--- config.mk ---
export PLATFORM = sky130hd
export DESIGN_NAME = running_max_tracker
export DESIGN_NICKNAME = d
export VERILOG_FILES = /design/src/rtl/running_max_tracker_pkg.sv /design/src/rtl/running_max_tracker_max4_compare.sv /design/src/rtl/running_max_tracker.sv
export SDC_FILE = /design/constraint.sdc
export NUM_CORES = 1
export LEC_CHECK = 0
export CAP_MARGIN = 0
export CORE_MARGIN = 2
export CORE_UTILIZATION = 46
export CTS_CLUSTER_DIAMETER = 50
export DETAILED_ROUTE_END_ITERATION = 6
export GPL_ROUTABILITY_DRIVEN = 0
export PLACE_DENSITY = 0.81
export SLEW_MARGIN = 40
export SYNTH_ARGS = -nofsm -noshare
export SYNTH_HDL_FRONTEND = slang
export SYNTH_SLANG_ARGS = --single-unit
--- constraint.sdc ---
create_clock -name clk -period 1.9 [get_ports clk]
set_clock_uncertainty 0.1 [all_clocks]
set_input_delay 0.38 -clock clk [delete_from_list [all_inputs] [get_ports clk]]
set_output_delay 0.38 -clock clk [all_outputs]
set_load 0.01 [all_outputs]
--- src/rtl/running_max_tracker_pkg.sv ---
// running_max_tracker_pkg
// Shared definitions for the running maximum tracker and its comparator:
//   DATA_W  - width of samples, maxima, indices and counts (4 bits)
//   word_t  - unsigned DATA_W-bit word
//   state_t - frame-tracking FSM states (IDLE, ACCUM, HOLD)
package running_max_tracker_pkg;

    localparam int DATA_W = 4;

    typedef logic [DATA_W-1:0] word_t;

    typedef enum logic [1:0] {
        ST_IDLE  = 2'd0,  // waiting for the first sample of a frame
        ST_ACCUM = 2'd1,  // frame open, folding samples into the running max
        ST_HOLD  = 2'd2   // frame closed, result presented downstream
    } state_t;

endpackage

--- src/rtl/running_max_tracker_max4_compare.sv ---
// max4_compare
// Combinational unsigned comparator / max selector.
// Ports:
//   a         in  current maximum
//   b         in  candidate sample
//   max       out larger of a and b; a wins on a tie
//   b_greater out 1 when b is strictly greater than a
module max4_compare
    import running_max_tracker_pkg::*;
(
    input  logic [DATA_W-1:0] a,
    input  logic [DATA_W-1:0] b,
    output logic [DATA_W-1:0] max,
    output logic              b_greater
);

    // Strict compare so that a repeated maximum keeps its earlier position.
    assign b_greater = (b > a);
    assign max       = b_greater ? b : a;

endmodule

--- src/rtl/running_max_tracker.sv ---
// running_max_tracker
// Tracks the maximum of each frame of 4-bit unsigned samples, its first
// position, the number of samples and whether the frame was cut at MAX_LEN.
// Parameter:
//   MAX_LEN   maximum samples per frame (1..15)
// Ports:
//   clk       in  clock, rising edge
//   reset     in  synchronous active-high reset
//   in_valid  in  sample present
//   in_data   in  sample value
//   in_last   in  final sample of the frame
//   in_ready  out a sample can be accepted this cycle (state only)
//   out_valid out frame result present (exactly while in HOLD)
//   out_ready in  downstream accepts the result
//   out_max   out frame maximum
//   out_index out 0-based position of the first occurrence of out_max
//   out_count out samples in the frame
//   out_trunc out frame closed by MAX_LEN rather than in_last
module running_max_tracker
    import running_max_tracker_pkg::*;
#(
    parameter int MAX_LEN = 15
) (
    input  logic              clk,
    input  logic              reset,
    input  logic              in_valid,
    input  logic [DATA_W-1:0] in_data,
    input  logic              in_last,
    output logic              in_ready,
    output logic              out_valid,
    input  logic              out_ready,
    output logic [DATA_W-1:0] out_max,
    output logic [DATA_W-1:0] out_index,
    output logic [DATA_W-1:0] out_count,
    output logic              out_trunc
);

    localparam logic [DATA_W-1:0] LEN_LIMIT = DATA_W'(MAX_LEN);

    state_t            state_reg, state_next;
    logic [DATA_W-1:0] max_reg, max_next;
    logic [DATA_W-1:0] index_reg, index_next;
    logic [DATA_W-1:0] count_reg, count_next;
    logic              trunc_reg, trunc_next;

    logic [DATA_W-1:0] cmp_max;
    logic              cmp_greater;
    logic [DATA_W-1:0] count_inc;

    max4_compare u_cmp (
        .a         (max_reg),
        .b         (in_data),
        .max       (cmp_max),
        .b_greater (cmp_greater)
    );

    // count_reg is below LEN_LIMIT whenever ACCUM is active, so this never wraps.
    assign count_inc = count_reg + DATA_W'(1);

    always_comb begin
        state_next = state_reg;
        max_next   = max_reg;
        index_next = index_reg;
        count_next = count_reg;
        trunc_next = trunc_reg;

        case (state_reg)
            ST_IDLE: begin
                if (in_valid) begin
                    max_next   = in_data;
                    index_next = '0;
                    count_next = DATA_W'(1);
                    trunc_next = 1'b0;
                    if (in_last || (LEN_LIMIT == DATA_W'(1))) begin
                        state_next = ST_HOLD;
                        trunc_next = ~in_last;
                    end else begin
                        state_next = ST_ACCUM;
                    end
                end
            end
            ST_ACCUM: begin
                if (in_valid) begin
                    count_next = count_inc;
                    if (cmp_greater) begin
                        max_next   = cmp_max;
                        index_next = count_reg;
                    end
                    // in_last wins the trunc flag when both close conditions coincide.
                    if (in_last || (count_inc == LEN_LIMIT)) begin
                        state_next = ST_HOLD;
                        trunc_next = ~in_last;
                    end
                end
            end
            ST_HOLD: begin
                // Result registers are left untouched so they stay stable while held.
                if (out_ready) begin
                    state_next = ST_IDLE;
                end
            end
            default: begin
                state_next = ST_IDLE;
            end
        endcase
    end

    always_ff @(posedge clk) begin
        if (reset) begin
            state_reg <= ST_IDLE;
            max_reg   <= '0;
            index_reg <= '0;
            count_reg <= '0;
            trunc_reg <= 1'b0;
        end else begin
            state_reg <= state_next;
            max_reg   <= max_next;
            index_reg <= index_next;
            count_reg <= count_next;
            trunc_reg <= trunc_next;
        end
    end

    assign in_ready  = (state_reg != ST_HOLD);
    assign out_valid = (state_reg == ST_HOLD);
    assign out_max   = max_reg;
    assign out_index = index_reg;
    assign out_count = count_reg;
    assign out_trunc = trunc_reg;

endmodule

======== Word level (Yosys, flattened, before mapping) ========
Cells that the tools add are included.
storage, ports and cells
  register bits after elaboration ......... 15
  output and inout bits ................... 15
  logic and storage cells ................. 46
cells by class
  eq/ne operators ......................... 9
  reductions and logical operators ........ 7
  magnitude comparators ................... 1
  muxes and demuxes ....................... 22
  add/subtract/negate cells ............... 1
  bitwise gates (word level) .............. 1
operator list
  kind                 count
  $mux 4               8
  $pmux 4 s2           3
  $reduce_and 4->1     3
  $mux 2               5
  $ne 2x2->1 const B   5
  $pmux 2 s3           1
  $add 4x1->4 const B  1
  $eq 4x4->1 const B   1
  $gt 4x4->1           1
  $mux 1               4
  $reduce_and 3->1     1
  $eq 2x1->1 const B   1
  $eq 2x2->1 const B   1
  $logic_not 2->1      1
  $ne 2x1->1 const B   1
  $pmux 1 s2           1
  $reduce_bool 2->1    1
  $logic_or 1x1->1     1
  $not 1->1            1

======== Longest topological paths before layout ========
  word-level depth ........................ 6
  mapped depth ............................ 7

======== Cells and area by module ========
From an unflattened synthesis, not the netlist that was laid out.
second synthesis, totals
  cells, all modules ...................... 102
  area total of the unflattened synthesis .. 944.7 sq um
by module, submodules not included
  module               area each (sq um)  seq. area each (sq um)  cells an instance  instances
  running_max_tracker  784.5              300.3                   85                 1
  max4_compare         160.2              0.0                     17                 1

======== Least setup slack after synthesis ========
Ideal clock, no wire load.
  kind .................................... reg-to-reg
  start ................................... register count_reg[0] (netlist: out_count[0])
  end ..................................... register state_reg[1]
  stages on the path, launching flop included .. 6
  data arrival time ....................... 1580 ps
  data required time ...................... 1684 ps
  path slack .............................. 105 ps
  path through ............................ dfxtp_1 ha_1 and2b_1 mux2_4 a41o_1 a31o_1
between the ends
  cells in the longest elaborated chain, start to end .. 5
RTL lines
  item                               line                        source
  start, declared                    running_max_tracker.sv:43   logic [DATA_W-1:0] count_reg, count_next;
  start signal, assigned             running_max_tracker.sv:119  count_reg <= count_next;
  $add 4x1->4                        running_max_tracker.sv:58   assign count_inc = count_reg + DATA_W'(1);
  $eq 4x4->1                         running_max_tracker.sv:90   if (in_last || (count_inc == LEN_LIMIT)) begin
  $logic_or 1x1->1                   running_max_tracker.sv:90
  $ne 2x2->1 (no source line)        -
  $reduce_and 4->1 (no source line)  -
  end signal, assigned               running_max_tracker.sv:116  state_reg <= state_next;
  end, declared                      running_max_tracker.sv:40   state_t state_reg, state_next;
No other way between the ends.
A chain may end at the register's enable or synchronous reset.

======== Worst setup path after layout ========
  start ................................... input in_data[1]
  end ..................................... register index_reg[0] (netlist: out_index[0])
between the ends
  cells in the longest elaborated chain, start to end .. 3
RTL lines
  item                               line                                    source
  start, declared                    running_max_tracker.sv:27               input logic [DATA_W-1:0] in_data,
  $gt 4x4->1                         running_max_tracker_max4_compare.sv:18  assign b_greater = (b > a);
  $ne 2x2->1 (no source line)        -
  $reduce_and 4->1 (no source line)  -
  end signal, assigned               running_max_tracker.sv:118              index_reg <= index_next;
  end, declared                      running_max_tracker.sv:42               logic [DATA_W-1:0] index_reg, index_next;
No other way between the ends.

==> metrics.yaml <==
viasPerCell: 5.346
grt_max_degree: 15
fp.coreArea_mm2: 0.001764
status: "finished with violations"
maxSlewViolCount: 0
combinationalPowerShare: 0.246
hp-start: "out_index[1]$_SDFFE_PP0P_"
portBuffers: 23
worst_slew_pin_slew_ns: 0.3502
layout_common_cells: "23 x clkdlybuf4s50_1, 14 x nand2_1, 14 x dfxtp_1, 11 x inv_1, 7 x buf_4"
synth_area_um2: 877.1
worstPathArrival_ns: 2.01
clk_pin_slew_ns: 0.08
finalCriticalPeriod_ns: 1.906
yosys_register_bits: 15
dpl_cell_area_mm2: 0.001159
drc: 0
overflow: 0
crit_path_start_kind: "input port"
path_cells: "clkdlybuf4s50_1, ha_1, nor2b_1, o211a_1, o21ai_2, mux2i_1"
final_util: 0.7085
fin_nets: 147
fmax_mhz: 524.6
pre_cts_ws_ns: -0.3909
clk_latency_ns: 0.29
setup_ws_ns: -0.006389
drt_first_iter_violations: 8
start_util: 0.4972
die_h_um: 47.67
p_leak_nw: 0.4970
cts_sinks: 15
grt.total_usage: 0.2055
antenna_cells: 0
p_total_mw: 0.6819
endpoint_kind: "flip-flop"
crit_type: "in2reg"
yosysSeqAreaShare: 0.3424
avgSynthCellArea_um2: 8.599
h-tree-depth: 1
die_area_mm2: 0.002272
rows: 15
rr_startpoint: "out_max[1]$_SDFFE_PP0P_"
internal_power_mw: 0.4941
cp_max_fo: 3
ir_drop_uv: 376.9
clockRootBuffer: "clkbuf_4"
relSlewSlack: 0.7658
post-cts-setup-buffer-count: 0
numCtsBuffers: 3
hold_buffers: 0
post-place-cells: 152
dp_hpwl_um: 1540
syn-num-nets: 117
r2r_setup_slack_ns: 0.10
wl_met1_um: 886
grt_pass1_wl_um: 3249
syn_to_final_growth_pct: 42.51
fin_setup_tns_ns: -0.006389
routed_wl_um: 2103
synthArstFlopShare: 0
hold_violations: 0
antenna_found_initial: 0
seqPwrFrac: 0.490
hold_path_end: "out_index[1]$_SDFFE_PP0P_"
wl_per_cell_um: 13.48
hold_ws_ns: 0.3705
cp_slowest_cell: "clkdlybuf4s50_1"
layout_commonest_cell: "clkdlybuf4s50_1"
ant_nets: 0
syn_inst: 102
cp.required_ns: 2.00
ys_warn_count: 0
synth-edff-count: 0
cellPowerDensity_mw_per_mm2: 545.5
ioPinCount: 24
reg2reg_to: "out_index[0]$_SDFFE_PP0P_"
cp_top_family: "compound AO/OA/AOI/OAI gates"
maxCapViolations: 0
wl_met2_um: 1080
finalCritPeriodShare: 1.003
synth_ff_type: "dfxtp_1"
top_layer_used: "met4"
grt_pass1_vias: 800
ctsLongestPathBuffers: 2
power_frac_clock: 0.265
synth_cell_types: 35
cts_tree: "done"
worstHoldPathCells: 2
wl_met3_um: 96
final_cell_area_mm2: 0.001250
rsz0062_at_grt: "true"
num_vias: 834
finalSetupViolCount: 1
p_sw_frac: 0.2753
worst_hold_path_type: "reg2reg"
path_buf_inv: 1
die_w_um: 47.67
instances_no_fill: 156
violations: "negative setup slack"
critPathMaxStageDelay_ns: 0.48
switching_power_mw: 0.1878
first_pass_iters: 4
reg2reg_depth: 6
drive_gt1_frac: 0.1908
## Yosys cell counts (2+ instances only)
master | number | area, µm²
buf_4 | 3 | 22.52
nand3_1 | 3 | 15.01
nor2b_1 | 3 | 18.77
a41o_1 | 2 | 20.02
o32ai_1 | 2 | 17.52
a21oi_1 | 6 | 30.03
nand2_1 | 14 | 52.55
mux2i_1 | 6 | 60.06
o21ai_0 | 2 | 10.01
o21ai_1 | 2 | 10.01
nand4_1 | 2 | 12.51
ha_1 | 6 | 75.07
buf_2 | 2 | 10.01
inv_1 | 11 | 41.29
dfxtp_1 | 15 | 300.3
nand2b_1 | 4 | 25.02
## worst register-to-register path: cells and delay by family (launching register included)
kind | cells | cell delay [ns]
flops | 1 | 0.35
mux | 1 | 0.27
buf+inv | 1 | 0.06
fa+ha+maj | 1 | 0.30
compound gates | 2 | 0.52
simple gates | 1 | 0.13
## layer usage
layer | vias to the layer above | global-route usage
met4 | 0 | 0.08649
met1 | 382 | 0.2392
met5 | - | 0
met3 | 10 | 0.07547
li1 | 413 | -
met2 | 29 | 0.3405
## final cells by class
type | count | area (µm²)
Clock buffer | 4 | 26.28
Fill cell | 149 | 514.2
Inverter | 12 | 45.04
Multi-Input combinational cell | 70 | 563.0
Sequential cell | 15 | 301.5
Tap cell | 25 | 31.28
Timing Repair Buffer | 30 | 282.8
## power by group through the flow
stage          Clock (mW)  Combinational [mW]  Sequential, mW
4_1_cts             0.188               0.152           0.334
3_3_place_gp            0               0.144           0.340
5_1_grt             0.200               0.184           0.336
3_5_place_dp            0               0.148           0.341
2_1_floorplan           0              0.0771           0.347
6_report            0.180               0.168           0.334
## how the worst max path moves through the flow
stage | from | cells after the start | slack [ns] | to
final | in_data[1] | 6 | -0.006 | out_index[0]$_SDFFE_PP0P_
after global routing | in_data[1] | 6 | -0.05 | out_index[0]$_SDFFE_PP0P_
after global placement | in_data[3] | 6 | -0.35 | out_max[1]$_SDFFE_PP0P_
after CTS | in_data[1] | 6 | -0.03 | out_index[0]$_SDFFE_PP0P_
after floorplan | out_count[0]$_SDFFE_PP0P_ | 5 | 0.10 | state_reg[1]$_SDFFE_PP0P_
after detailed placement | in_data[3] | 6 | -0.39 | out_max[1]$_SDFFE_PP0P_
## kinds of logic after synthesis
group	count (synthesis)	share of synthesized area
AO/OA/AOI/OAI	21	0.1712
adder cells (fa/ha/maj)	6	0.08559
AND/OR/NAND/NOR	36	0.2268
buffers and inverters	17	0.08844
multiplexers	7	0.08559
flip-flops	15	0.3424
## what timing repair did
item                       4_1_cts  5_1_grt
setup endpoints to repair        7        9
hold endpoints to repair         0        0
pin swaps                        0        6
gates resized for setup          5        8
cloned                           0        0
Note: power is estimated with default switching activity, not from simulation.
